--- config.mk ---
export PLATFORM = sky130hd
export DESIGN_NAME = ps2_keyscan
export DESIGN_NICKNAME = d
export VERILOG_FILES = /design/src/rtl/ps2_keyscan.sv
export SDC_FILE = /design/constraint.sdc
export NUM_CORES = 1
export LEC_CHECK = 0
export CAP_MARGIN = 20
export CORE_UTILIZATION = 30
export DETAILED_ROUTE_END_ITERATION = 16
export GPL_ROUTABILITY_DRIVEN = 0
export PLACE_DENSITY = 0.53
export SLEW_MARGIN = 0
export SYNTH_ARGS = -nofsm -noshare
export SYNTH_HDL_FRONTEND = slang
export SYNTH_SLANG_ARGS = --single-unit
--- constraint.sdc ---
create_clock -name inclk -period 2.31 [get_ports inclk]
set_input_delay 0.462 -clock inclk [delete_from_list [all_inputs] [get_ports inclk]]
set_output_delay 0.462 -clock inclk [all_outputs]
set_load 0.02 [all_outputs]
--- src/rtl/ps2_keyscan.sv ---
// ps2_keyscan: PS/2 keyboard front end feeding the piano stage.
// Synchronizes and filters the raw PS/2 pins, assembles 11-bit frames,
// decodes the E0 (extended) and F0 (break) prefixes and emits one key event
// per keystroke, plus key_down tracking for the most recent make.
// Optional build macro: PS2_TYPEMATIC_FILTER_EN -- when defined, a repeated
// make of the currently held key (keyboard auto-repeat) is suppressed.
//
// Handshake: key_valid is a one-cycle strobe with no back-pressure; key_code
// and key_release are valid in that cycle and hold until the next event.
// frame_err is a one-cycle strobe and never coincides with key_valid.
module ps2_keyscan #(
    parameter int FILTER_LEN  = 8,
    parameter int TIMEOUT_CYC = 100000
) (
    input  logic       inclk,
    input  logic       reset,
    input  logic       ps2_clk,
    input  logic       ps2_data,
    output logic [8:0] key_code,
    output logic       key_release,
    output logic       key_valid,
    output logic       key_down,
    output logic       frame_err
);

    localparam int TW = $clog2(TIMEOUT_CYC + 1);
    localparam logic [TW-1:0] TO_LAST = TW'(TIMEOUT_CYC - 1);

    localparam logic [1:0] ST_IDLE   = 2'd0;
    localparam logic [1:0] ST_DATA   = 2'd1;
    localparam logic [1:0] ST_PARITY = 2'd2;
    localparam logic [1:0] ST_STOP   = 2'd3;

    logic                  clk_s1, clk_s2, data_s1, data_s2;
    logic [FILTER_LEN-1:0] filt;
    logic                  clk_f, clk_f_next, fall;
    logic [1:0]            state;
    logic [2:0]            bit_cnt;
    logic [7:0]            shreg;
    logic                  par_bit;
    logic [TW-1:0]         tcnt;
    logic                  timeout;
    logic                  byte_rdy, err_pulse;
    logic                  ext, brk;
    logic [8:0]            held_code;
    logic [8:0]            ev_code;
    logic                  suppress;

    // Two-flop synchronizers; idle-high reset values avoid a fake edge.
    always_ff @(posedge inclk) begin
        if (!reset) begin
            clk_s1  <= 1'b1;
            clk_s2  <= 1'b1;
            data_s1 <= 1'b1;
            data_s2 <= 1'b1;
        end else begin
            clk_s1  <= ps2_clk;
            clk_s2  <= clk_s1;
            data_s1 <= ps2_data;
            data_s2 <= data_s1;
        end
    end

    // Filtered clock level: changes only on a full window of equal samples.
    always_comb begin
        clk_f_next = clk_f;
        if (&filt)
            clk_f_next = 1'b1;
        else if (~|filt)
            clk_f_next = 1'b0;
    end

    // Glitch filter shift register, filtered level and falling-edge strobe.
    always_ff @(posedge inclk) begin
        if (!reset) begin
            filt  <= '1;
            clk_f <= 1'b1;
            fall  <= 1'b0;
        end else begin
            filt  <= {filt[FILTER_LEN-2:0], clk_s2};
            clk_f <= clk_f_next;
            fall  <= clk_f & ~clk_f_next;
        end
    end

    // A fall in the timeout cycle keeps the frame alive.
    assign timeout = (state != ST_IDLE) && !fall && (tcnt == TO_LAST);

    // Frame FSM with inactivity timeout; byte_rdy/err_pulse follow the stop bit.
    always_ff @(posedge inclk) begin
        if (!reset) begin
            state     <= ST_IDLE;
            bit_cnt   <= 3'd0;
            shreg     <= 8'd0;
            par_bit   <= 1'b0;
            tcnt      <= '0;
            byte_rdy  <= 1'b0;
            err_pulse <= 1'b0;
        end else begin
            byte_rdy  <= 1'b0;
            err_pulse <= 1'b0;
            if (fall || state == ST_IDLE)
                tcnt <= '0;
            else
                tcnt <= tcnt + TW'(1);

            if (timeout) begin
                state     <= ST_IDLE;
                err_pulse <= 1'b1;
            end else if (fall) begin
                case (state)
                    ST_IDLE: begin
                        if (!data_s2) begin
                            state   <= ST_DATA;
                            bit_cnt <= 3'd0;
                        end
                    end
                    ST_DATA: begin
                        shreg   <= {data_s2, shreg[7:1]};
                        bit_cnt <= bit_cnt + 3'd1;
                        if (bit_cnt == 3'd7)
                            state <= ST_PARITY;
                    end
                    ST_PARITY: begin
                        par_bit <= data_s2;
                        state   <= ST_STOP;
                    end
                    default: begin
                        state <= ST_IDLE;
                        if (data_s2 && (^{shreg, par_bit}))
                            byte_rdy <= 1'b1;
                        else
                            err_pulse <= 1'b1;
                    end
                endcase
            end
        end
    end

    assign ev_code   = {ext, shreg};
    assign frame_err = err_pulse;

`ifdef PS2_TYPEMATIC_FILTER_EN
    assign suppress = key_down && (ev_code == held_code);
`else
    assign suppress = 1'b0;
`endif

    // Prefix decoder, event generation and held-key tracking.
    always_ff @(posedge inclk) begin
        if (!reset) begin
            ext         <= 1'b0;
            brk         <= 1'b0;
            key_code    <= 9'd0;
            key_release <= 1'b0;
            key_valid   <= 1'b0;
            key_down    <= 1'b0;
            held_code   <= 9'd0;
        end else begin
            key_valid <= 1'b0;
            if (err_pulse) begin
                ext <= 1'b0;
                brk <= 1'b0;
            end else if (byte_rdy) begin
                if (shreg == 8'hE0) begin
                    ext <= 1'b1;
                end else if (shreg == 8'hF0) begin
                    brk <= 1'b1;
                end else if (shreg == 8'h00 || shreg == 8'hFF) begin
                    ext <= 1'b0;
                    brk <= 1'b0;
                end else begin
                    ext <= 1'b0;
                    brk <= 1'b0;
                    if (brk) begin
                        key_valid   <= 1'b1;
                        key_code    <= ev_code;
                        key_release <= 1'b1;
                        if (ev_code == held_code)
                            key_down <= 1'b0;
                    end else if (!suppress) begin
                        key_valid   <= 1'b1;
                        key_code    <= ev_code;
                        key_release <= 1'b0;
                        key_down    <= 1'b1;
                        held_code   <= ev_code;
                    end
                end
            end
        end
    end

endmodule

Yosys cells after proc, flatten, opt, wreduce, memory -nomap -nowiden
Index checks and enable logic that the tools add are counted.
W data, S select, Z words.
- $add $sub $neg: 2
- equality and inequality tests: 12
- multiplexer cells: 19
- bitwise operators: 11
- reductions and logical operators: 28
- operators with widths (cell ; count):
    $eq A8 B8 Y1 const B ; 3
    $add A17 B1 Y17 const B ; 1
    $eq A17 B17 Y1 const B ; 1
    $mux W1 ; 14
    $reduce_and A6 Y1 ; 2
    $not A1 Y1 ; 10
    $eq A9 B9 Y1 ; 1
    $reduce_and A3 Y1 ; 3
    $reduce_xor A9 Y1 ; 1
    $logic_not A8 Y1 ; 1
    $reduce_and A8 Y1 ; 1
    $reduce_or A8 Y1 ; 1
    $ne A2 B2 Y1 const B ; 3
    $pmux W2 S3 ; 1
    $pmux W3 S2 ; 1
    $reduce_or A2 Y1 ; 3
    $reduce_or A6 Y1 ; 1
    $reduce_and A5 Y1 ; 1
    $reduce_or A5 Y1 ; 1
    $mux W2 ; 2
    $reduce_and A2 Y1 ; 2
    $reduce_and A4 Y1 ; 1
    $reduce_bool A2 Y1 ; 2
    $add A3 B1 Y3 const B ; 1
    other kinds (11) ; 14
- register bits after elaboration: 70
- bits of input ports: 4

Longest topological paths before layout
- word-level depth: 6
- depth in mapped cells: 7

Worst setup path after synthesis
Ideal clock, no wire load.
- path kind: flip-flop to flip-flop
- start point: register shreg[1]
- end point: register key_code[2]
- setup time: 0.128 ns
- data arrival time: 1.485 ns
- path slack: 0.697 ns
- cell stages (with the launch flop): 8
- path buffers: 2
- cell sequence: dfxtp_1 -> buf_6 -> nor4_4 -> a32oi_2 -> o21ai_2 -> buf_6 -> mux2i_1 -> nor2_1
- cells in the longest elaborated chain, start to end: 4
- elaborated cells on any way between the ends: 9
- those cells by class: eq/ne: 3; bitwise: 3; reduce/logical: 3
- RTL lines (element ; line ; text):
    start: declaration ; 39 ; logic [7:0] shreg;
    start signal: assignment ; 119 ; shreg <= {data_s2, shreg[7:1]};
    $eq A8 B8 Y1 or $logic_not A8 Y1 (tied branches) ; 169 ; end else if (shreg == 8'h00 || shreg == 8'hFF) begin
    $logic_or A1 B1 Y1 ; 169 ;
    $not A1 Y1 (no line) ; - ;
    $reduce_and A5 Y1 (no line) (*) ; - ;
    end signal: assignment ; 177 ; key_code <= ev_code;
    end signal: assignment ; 183 ; key_code <= ev_code;
    end: declaration ; 19 ; output logic [8:0] key_code,
Every way passes the cells marked *; elsewhere a longest branch is shown, timed or not.
A chain may end at the register's enable or synchronous reset.

Worst setup path in the final report
- start point: register shreg[4]
- end point: register key_code[6]
The elaborated chain is that of the path after synthesis.

==> impl_metrics.py <==
metrics = {
    "drt": {
        "detail_route.vias_per_cell": 4.49,
        "route.antenna.remaining_nets": 0,
        "drtIter0Drc": 79,
        "routed_wl_mm": 5.32,
        "route.vias.total": 2117,
        "route.detailed.wl_per_inst_microns": 11.3,
        "drt_drc_violations_left": 0,
        "dr.pass1.iters": 4,
    },
    "floorplan": {
        "pin_count": 17,
        "design.die.area_sq_mm": 0.0104,
        "initial_utilization": 0.307,
        "die_h_microns": 102,
        "die_width_microns": 102,
        "core_area_sq_mm": 0.00973,
        "num_rows": 36,
    },
    "timing": {
        "final-hold-violation-count": 0,
        "final_number_of_max_transition_violations": 0,
        "timing.fmax_ghz": 0.530,
        "max_slew.worst_pin.slew_ns": 0.593,
        "min_period_over_period": 0.817,
        "max-slew-margin-rel": 0.605,
        "finalClockSkew_ns": 0.00908,
        "fin_tns_setup_ns": 0,
        "final_worst_path_period_need_ns": 1.89,
        "grt_setup_unrepaired": "false",
        "setup-violations-final": 0,
    },
    "worst_hold_path": {
        "number_of_cells_on_the_worst_hold_path": 1,
        "startpoint_of_the_tightest_hold_check_path": "clk_s2$_SDFF_PN1_",
        "min-delay-path-class": "reg2reg",
        "whs_endpoint": "filt[0]$_SDFF_PN1_",
    },
    "grt": {
        "grt_antenna_before_repair": 0,
        "track_usage": 0.118,
        "grt.overflow.total": 0,
        "grt_max_degree": 33,
        "global_route_wire_length_before_repair_mm": 9.37,
        "number_of_global_route_vias_before_repair": 2031,
    },
    "final_layout": {
        "design_area_sq_mm": 0.00347,
        "antenna_cells_inserted": 0,
        "most_common_library_cell_in_the_layout_ignoring_fill_and_taps": "dfxtp_1",
        "layout_cell_share_with_drive_strength_beyond_1": 0.0885,
        "final_cell_mix": "70 x dfxtp_1, 39 x nor2_1, 29 x nand3_1",
        "finish.net_count": 345,
        "syn2layout_area_growth_pct": 16.2,
    },
    "place": {
        "placement.io_buffers": 16,
        "hpwl_mm": 3.51,
        "post_place_cell_area_sq_mm": 0.00323,
    },
    "clocking": {
        "clock-sinks": 70,
        "count_of_hold_buffers_inserted_by_post_cts_repair": 0,
        "ctsResizeCount": 0,
        "numCtsBuffers": 9,
        "clock_insertion_delay_worst_skew_ns": 0.34,
        "maximum_level_of_the_cts_h_tree": 3,
        "cts.repair_timing.setup_buffer_count": 0,
        "cts_tree": "done",
        "clkSlewWorstSetupHoldPaths_ns": 0.08,
        "cts_root_buf": "clkbuf_8",
        "clk_path_buf_depth": 2,
    },
    "flow_run": {
        "maxCapViolations": 0,
    },
    "synthesis": {
        "synth_async_sr_flop_share": 0,
        "number_of_enable_flip_flop_cells_after_synthesis": 0,
        "yosysUniqueCellTypes": 43,
        "ys_seq_elements": 70,
        "synth_area_per_cell_sq_um": 9.34,
        "postSynth.topFlopCell": "dfxtp_1",
        "postSynthNetCount": 331,
        "post_synthesis_instance_area_sq_mm": 0.00299,
        "synthesis.yosys.warnings": 0,
        "count_of_mapped_cells_out_of_synthesis": 320,
        "synth.yosys.seq_area_share": 0.469,
    },
    "pwr": {
        "p_leak_nw": 1.30,
        "netSwitchingPower_mw": 0.493,
        "power_density_mw_per_mm2": 702,
        "p_int_mw": 1.94,
        "clock_power_share": 0.490,
        "p_comb_frac": 0.012,
        "power_switching_share": 0.202,
        "pwr-share-seq": 0.498,
        "ir_worst_vdd_uv": 379,
    },
    "critical_path": {
        "cp.required_ns": 2.54,
        "cp_cell_sequence": "nor4_1, a32oi_2, o21ai_2, buf_12, mux2i_1, nor2_1",
        "startpoint_type": "flip-flop",
        "crit-reg2reg-capture": "key_code[6]$_SDFFE_PN0P_",
        "critPathMaxFanout": 9,
        "worst_case_reg_to_reg_path_depth": 6,
        "max_stage_delay_ns": 0.43,
        "path_class": "reg2reg",
        "crit-reg2reg-launch": "shreg[4]$_SDFFE_PN0P_",
        "worst_path_max_delay_cell": "dfxtp_1",
        "rrSetupSlack_ns": 0.42,
        "end_kind": "flip-flop",
        "arrival_ns": 2.12,
    },
    "run_status": {
        "run_status": "finished, final reports clean",
    },
}
## kinds of logic (layout without fill, tap and decap cells)
family,count (synthesis),after routing,synth area share
AO/OA/AOI/OAI,39,39,0.0884
flip-flops,70,70,0.469
multiplexers,11,11,0.0369
buffers and inverters,27,46,0.0590
XOR/XNOR,31,31,0.0955
AND/OR/NAND/NOR,135,135,0.222
adder cells (fa/ha/maj),7,7,0.0293
## through the flow
stage,worst slack (ns),cells,power [mW],util,hold slack (ns)
floorplan,0.697,320,1.26,-,0.386
global placement,0.449,456,1.27,0.332,0.392
detailed placement,0.418,456,1.27,0.332,0.391
CTS,0.401,472,2.48,0.357,0.409
global route,0.231,472,2.54,0.357,0.436
finish,0.422,472,2.44,0.357,0.407
## flip-flops by register name (all words and copies together), names as in the netlist
name / cells
bit_cnt: 3
brk: 1
byte_rdy: 1
clk_f: 1
clk_s1: 1
clk_s2: 1
data_s1: 1
data_s2: 1
ext: 1
fall: 1
filt: 8
frame_err: 1
held_code: 9
key_code: 9
key_down: 1
key_release: 1
key_valid: 1
par_bit: 1
shreg: 8
state: 2
tcnt: 17
## synth_stat cells (2+ instances only)
| cell | n | area, sq um |
|---|---|---|
| o21ai_1 | 7 | 35.0 |
| clkbuf_1 | 7 | 26.3 |
| and3_1 | 4 | 25.0 |
| nor4b_1 | 2 | 17.5 |
| xnor2_1 | 13 | 114 |
| nand3_1 | 29 | 145 |
| and4_1 | 2 | 17.5 |
| dfxtp_1 | 70 | 1400 |
| or3_1 | 2 | 12.5 |
| nor2_1 | 39 | 146 |
| mux2i_1 | 11 | 110 |
| nand4_1 | 5 | 31.3 |
| nand2b_1 | 13 | 81.3 |
| nor4_1 | 4 | 25.0 |
| a32oi_1 | 2 | 17.5 |
| inv_1 | 7 | 26.3 |
| o21ai_0 | 4 | 20.0 |
| nand2_1 | 27 | 101 |
| ha_1 | 7 | 87.6 |
| buf_4 | 2 | 15.0 |
| nor3_1 | 5 | 25.0 |
| buf_6 | 6 | 67.6 |
| a21oi_1 | 16 | 80.1 |
| xor2_1 | 17 | 149 |
## power by group through the flow
stage	sequential, mW	clock [mW]	combinational, mW
global route	1.21	1.29	0.0324
detailed placement	1.24	0	0.0302
global placement	1.24	0	0.0301
CTS	1.21	1.24	0.0302
finish	1.21	1.19	0.0296
floorplan	1.24	0	0.0175
## layout make-up
class | count | area, sq um
multi-input combinational | 223 | 1410
clock buffer | 9 | 124
inverter | 8 | 30.0
clock inverter | 7 | 121
sequential | 70 | 1400
fill | 1021 | 6260
timing repair buffer | 22 | 218
tap | 133 | 166
## critical path: cells and delay by family (launching register included)
kind	cells	cell delay [ns]
compound gates	2	0.54
simple gates	2	0.44
flops	1	0.43
buf+inv	1	0.18
mux	1	0.18
## layer usage
metal  up-vias  wire length, microns  global-route usage
li1       1119                     -                   -
met1       955                  2620               0.140
met2        36                  2420               0.194
met3         7                   200              0.0476
met4         0                    75              0.0368
met5         -                     0                   0
## worst max path at each step
stage          slack [ns]             startpoint                       end  cells after the start
6_report             0.42  shreg[4]$_SDFFE_PN0P_  key_code[6]$_SDFFE_PN0P_                      6
5_1_grt              0.23  shreg[4]$_SDFFE_PN0P_  key_code[6]$_SDFFE_PN0P_                      6
4_1_cts              0.40  shreg[5]$_SDFFE_PN0P_  key_code[6]$_SDFFE_PN0P_                      6
3_5_place_dp         0.42  shreg[4]$_SDFFE_PN0P_  key_code[6]$_SDFFE_PN0P_                      6
3_3_place_gp         0.45  shreg[4]$_SDFFE_PN0P_  key_code[5]$_SDFFE_PN0P_                      6
2_1_floorplan        0.70  shreg[1]$_SDFFE_PN0P_  key_code[2]$_SDFFE_PN0P_                      7
Note: power is estimated with default switching activity, not from simulation.
